File: config.mk
export PLATFORM = sky130hd
export DESIGN_NAME = spi_target
export DESIGN_NICKNAME = d
export VERILOG_FILES = /design/src/rtl/spi_target.sv
export SDC_FILE = /design/constraint.sdc
export NUM_CORES = 1
export LEC_CHECK = 0
export ABC_AREA = 0
export BUFFER_PORTS_ARGS = -buffer_cell sky130_fd_sc_hd__buf_2
export CAP_MARGIN = 10
export CORE_UTILIZATION = 35
export CTS_CLUSTER_SIZE = 20
export DETAILED_ROUTE_END_ITERATION = 7
export PLACE_DENSITY = 0.59
export SYNTH_ARGS = -nofsm -noshare
export SYNTH_HDL_FRONTEND = slang
export SYNTH_SLANG_ARGS = --single-unit
File: constraint.sdc
create_clock -name CLK -period 2.4 [get_ports CLK]
set_input_delay 0.36 -clock CLK [delete_from_list [all_inputs] [get_ports CLK]]
set_output_delay 0.36 -clock CLK [all_outputs]
set_load 0.02 [all_outputs]
File: src/rtl/spi_target.sv
// rtl/spi_target.sv - SPI mode-0 target, MSB first, oversampled in the CLK domain.
// Byte-level RX with valid pulse, single-byte TX holding buffer with ready/write handshake.
`timescale 1ns/1ps
module spi_target #(
  parameter int         SYNC_STAGES = 2,
  parameter logic [7:0] TX_FILL     = 8'hFF
) (
  input  logic       CLK,
  input  logic       RESET_n,
  input  logic       SCLK,
  input  logic       MOSI,
  input  logic       CS_n,
  output logic       MISO,
  output logic       MISO_OE,
  output logic       SELECTED,
  output logic [7:0] RX_DATA,
  output logic       RX_VALID,
  input  logic [7:0] TX_DATA,
  input  logic       TX_WR,
  output logic       TX_READY,
  output logic       TX_UNDERRUN,
  output logic       RX_ABORT
);

  typedef enum logic {IDLE, ACTIVE} state_t;

  state_t                 state_q;
  logic [SYNC_STAGES-1:0] sclk_sync_q, mosi_sync_q, cs_sync_q;
  logic                   sclk_dly_q, cs_dly_q;
  logic [2:0]             cnt_q;
  logic [7:0]             rx_shift_q, rx_data_q;
  logic [7:0]             tx_shift_q, tx_buf_q;
  logic                   tx_ready_q;
  logic                   miso_q, miso_oe_q, selected_q;
  logic                   rx_valid_q, tx_underrun_q, rx_abort_q;

  logic       sclk_s, mosi_s, cs_s;
  logic       sclk_rise, sclk_fall, cs_rise, cs_fall;
  logic       wr_ok, do_load, load_underrun;
  logic [7:0] load_byte, rx_next;
  logic [2:0] cnt_next;

  assign sclk_s    = sclk_sync_q[SYNC_STAGES-1];
  assign mosi_s    = mosi_sync_q[SYNC_STAGES-1];
  assign cs_s      = cs_sync_q[SYNC_STAGES-1];
  assign sclk_rise = sclk_s & ~sclk_dly_q;
  assign sclk_fall = ~sclk_s & sclk_dly_q;
  assign cs_fall   = ~cs_s & cs_dly_q;
  assign cs_rise   = cs_s & ~cs_dly_q;

  // A write landing in the same cycle as a load bypasses the buffer straight into the shifter.
  assign wr_ok         = TX_WR & tx_ready_q;
  assign load_byte     = wr_ok ? TX_DATA : (tx_ready_q ? TX_FILL : tx_buf_q);
  assign load_underrun = ~wr_ok & tx_ready_q;
  assign do_load       = (state_q == IDLE   && cs_fall) ||
                         (state_q == ACTIVE && !cs_rise && sclk_fall && cnt_q == 3'd0);

  assign rx_next  = {rx_shift_q[6:0], mosi_s};
  assign cnt_next = cnt_q + 3'd1;

  always_ff @(posedge CLK or negedge RESET_n) begin
    if (!RESET_n) begin
      state_q       <= IDLE;
      sclk_sync_q   <= '0;
      mosi_sync_q   <= '0;
      cs_sync_q     <= '1;
      sclk_dly_q    <= 1'b0;
      cs_dly_q      <= 1'b1;
      cnt_q         <= 3'd0;
      rx_shift_q    <= 8'h00;
      rx_data_q     <= 8'h00;
      tx_shift_q    <= 8'h00;
      tx_buf_q      <= 8'h00;
      tx_ready_q    <= 1'b1;
      miso_q        <= 1'b0;
      miso_oe_q     <= 1'b0;
      selected_q    <= 1'b0;
      rx_valid_q    <= 1'b0;
      tx_underrun_q <= 1'b0;
      rx_abort_q    <= 1'b0;
    end else begin
      sclk_sync_q   <= {sclk_sync_q[SYNC_STAGES-2:0], SCLK};
      mosi_sync_q   <= {mosi_sync_q[SYNC_STAGES-2:0], MOSI};
      cs_sync_q     <= {cs_sync_q[SYNC_STAGES-2:0], CS_n};
      sclk_dly_q    <= sclk_s;
      cs_dly_q      <= cs_s;
      rx_valid_q    <= 1'b0;
      tx_underrun_q <= 1'b0;
      rx_abort_q    <= 1'b0;

      if (do_load) begin
        tx_ready_q    <= 1'b1;
        tx_underrun_q <= load_underrun;
      end else if (wr_ok) begin
        tx_buf_q   <= TX_DATA;
        tx_ready_q <= 1'b0;
      end

      case (state_q)
        IDLE: begin
          if (cs_fall) begin
            state_q    <= ACTIVE;
            tx_shift_q <= load_byte;
            miso_q     <= load_byte[7];
            miso_oe_q  <= 1'b1;
            selected_q <= 1'b1;
            cnt_q      <= 3'd0;
          end
        end
        ACTIVE: begin
          if (sclk_rise) begin
            rx_shift_q <= rx_next;
            cnt_q      <= cnt_next;
            if (cnt_q == 3'd7) begin
              rx_data_q  <= rx_next;
              rx_valid_q <= 1'b1;
            end
          end else if (sclk_fall && !cs_rise) begin
            if (cnt_q == 3'd0) begin
              tx_shift_q <= load_byte;
              miso_q     <= load_byte[7];
            end else begin
              tx_shift_q <= {tx_shift_q[6:0], 1'b0};
              miso_q     <= tx_shift_q[6];
            end
          end
          // A completing 8th bit in the same cycle as deselect counts as a full byte.
          if (cs_rise) begin
            state_q    <= IDLE;
            miso_q     <= 1'b0;
            miso_oe_q  <= 1'b0;
            selected_q <= 1'b0;
            cnt_q      <= 3'd0;
            rx_abort_q <= (sclk_rise ? cnt_next : cnt_q) != 3'd0;
          end
        end
        default: state_q <= IDLE;
      endcase
    end
  end

  assign MISO        = miso_q;
  assign MISO_OE     = miso_oe_q;
  assign SELECTED    = selected_q;
  assign RX_DATA     = rx_data_q;
  assign RX_VALID    = rx_valid_q;
  assign TX_READY    = tx_ready_q;
  assign TX_UNDERRUN = tx_underrun_q;
  assign RX_ABORT    = rx_abort_q;

endmodule

==> impl_results.md <==
* Status: completed
* Cts bufs inserted at 5
* Largest net degree at the start of global routing at 49
* WL met3 at 173 um
* Htree depth at 2
* Min cycle time layout at 1.83 ns
* Final Max Tran Viols at 0
* CP Depth at 6
* Overall Power at 2200 uW
* Avg Cell Area, Syn at 13.5 sq um
* First-pass GRT wire length at 5850 um
* Iter 0 DRT Violations at 45
* EDFF count, synth at 0
* Ys flop type: dfrtp_1
* Cell Area, Synth at 2070 sq um
* WS Path Type: reg2reg
* Clk slew on worst S/H paths at 0.09 ns
* Fraction of final layout cells sized beyond drive strength 1 at 40.9%
* First-pass DRT Iterations at 4
* Post-Place Setup Slack at 0.592 ns
* Worst r2r dst: tx_buf_q[6]
* CP startpoint kind: flip-flop
* Cell Chain, Critical Path: inv_1 > ha_1 > and2b_4 > a41oi_4 > nand3_4 > mux2_4
* Post-CTS setup buffers at 0
* CP bufs+invs at 1
* HP Class: in2async
* Reg2Reg Depth at 6
* Register bit count reported by yosys at 48
* YS warnings at 0
* CTS tree: built
* Launch point of the worst path: cnt_q[0]
* Via/cell ratio at 4.93
* Die W at 78.9 um
* Max-cap violations at 0
* Maximum VDD drop at 484 uV
* DRT antenna net count at 0
* Critical Path AT at 2.01 ns
* Post-DP HPWL at 2360 um
* Slowest stage delay, CP at 0.42 ns
* Grt total ovfl at 0
* Mapped Nets at 170
* Antenna violations before repair at 0
* Detailed Route WL at 3440 um
* Slew HR at 60.4%
* Post-CTS sizing at 0
* Fmax at 0.546 GHz
* M1 wire length at 1800 um
* Tot GR Track Use at 12.2%
* Max Clock Skew at 0.00859 ns
* Core Region at 5610 sq um
* Syn-to-layout area delta at 15.1%
* CP top delay family: flip-flops
* # diodes at 0
* Final Cycle Share at 76.3%
* Sequential fraction of the synthesis area at 58.2%
* Slowest-stage cell, CP: dfrtp_1
* Number of global-route vias before repair at 1238
* Reg2reg start: cnt_q[0]
* Core Rows at 27
* Crit. End Element: flip-flop
* Hold buffers post-CTS at 0
* RSZ-0062 raised after global routing: false
* CP Data Required Time at 2.58 ns
* Worst-path maximum fanout at 8
* Chip height at 78.9 um
* Starting Density at 36.9%
* Clock latency on the worst-skew pair at 0.30 ns
* Setup_tns at 0 ns
* RD Place Congestion at 0.740
* Most frequent cells in the layout: dfrtp_1 (44), buf_2 (28), mux2_2 (22), o21ai_0 (11)
* Drt wl/cell at 13.3 um
* Final worst slack at 0.570 ns
* Leak pwr at 0.00113 uW
* Top Layer Used: met4
* Commonest non-fill, non-tap cell in the layout: dfrtp_1
* R2R setup slack at 0.57 ns
* Die area at 6230 sq um
* Synth Instances at 153
* Io pins at 29
* Clock sink count at 48
* Drt drc at 0
* Clock Path Buffers at 2
* Count of final hold-check violations at 0
* Routed wl met2 at 1420 um
* Final net count at 202
* Count of cell types in the netlist at 34
* Setup violators final at 0
* Fin util at 42.5%
* Power density over cell area at 923 nW/um^2
* Worst Tran Pin Value at 0.594 ns
* Root buf cell: clkbuf_8
* # port buffers at 28
* Via count at 1272
* Fillers at 548
* Ys async rst share at 100%
* CP endpoint: tx_buf_q[6]
==> state kept, by name, indices dropped and copies added (netlist names), 2 cells and up <==
name / count
RX_DATA: 8
cnt_q: 3
cs_sync_q: 2
mosi_sync_q: 2
rx_shift_q: 7
sclk_sync_q: 2
tx_buf_q: 8
tx_shift_q: 7
==> power by group <==
group          leakage (uW)  switching [uW]  internal, uW
combinational      0.000492             237           296
clock             0.0000515             256           263
sequential         0.000591             133          1020
total               0.00113             626          1580
==> worst min path at each step <==
stage / to / startpoint / cells past startpoint / slack [ns]
finish: tx_buf_q[2] / RESET_n / 2 / 0.15
CTS: cs_sync_q[0] / CS_n / 1 / 0.15
global placement: mosi_sync_q[1] / mosi_sync_q[0] / 0 / 0.33
floorplan: MISO / RESET_n / 0 / 0.06
detailed placement: sclk_sync_q[1] / sclk_sync_q[0] / 0 / 0.34
global route: cs_sync_q[0] / CS_n / 1 / 0.14
==> through the flow <==
stage	area [sq um]	hold WS [ns]	cells
6_report	2380	0.155	258
5_1_grt	2380	0.143	258
4_1_cts	2380	0.148	258
3_5_place_dp	2280	0.336	250
3_3_place_gp	2280	0.333	250
2_1_floorplan	2070	0.0644	153
==> synthesized netlist by cell type, types with 2 or more instances <==
cell      count  area, sq um
nor3_1        2         10.0
o22ai_1       8         50.1
nand3_1       7         35.0
mux2_2       22          248
nor2b_1       3         18.8
inv_1         6         22.5
mux2_4        8          120
o21ai_0      11         55.1
ha_1          3         37.5
a21oi_1       4         20.0
nand2_1       3         11.3
dfrtp_1      44         1100
nand2b_1      4         25.0
buf_2         2         10.0
dfstp_2       4          105
nor2_1        4         15.0
==> cell type report <==
class	count	area, sq um	share of cell area (%)
inverter	6	22.5	0.944
sequential	48	1210	50.6
multi-input combinational	94	811	34.0
clock buffer	8	100	4.20
timing repair buffer	30	155	6.51
tap	72	90.1	3.78
==> layer usage <==
layer  track usage (%)  vias up
met1              17.0      621
met5                 0        -
met4              4.36        0
li1                  -      618
met2              17.9       28
met3              3.56        5
==> worst reg2reg max path: cells and delay by family (launching register included) <==
| kind | cells | cell delay [ns] |
|---|---|---|
| flip-flops | 1 | 0.42 |
| AND/OR/NAND/NOR | 2 | 0.40 |
| multiplexers | 1 | 0.35 |
| AO/OA/AOI/OAI | 1 | 0.27 |
| adder cells (fa/ha/maj) | 1 | 0.21 |
| buffers and inverters | 1 | 0.08 |
==> kinds of logic after synthesis <==
family	after synthesis	share of synthesized area, %
buffers and inverters	11	2.66
and+or+nand+nor	29	8.88
AOI/OAI and AO/OA	32	10.7
adders and majority gates	3	1.81
DFF	48	58.2
muxes	30	17.8
(Power assumes the default switching activity.)
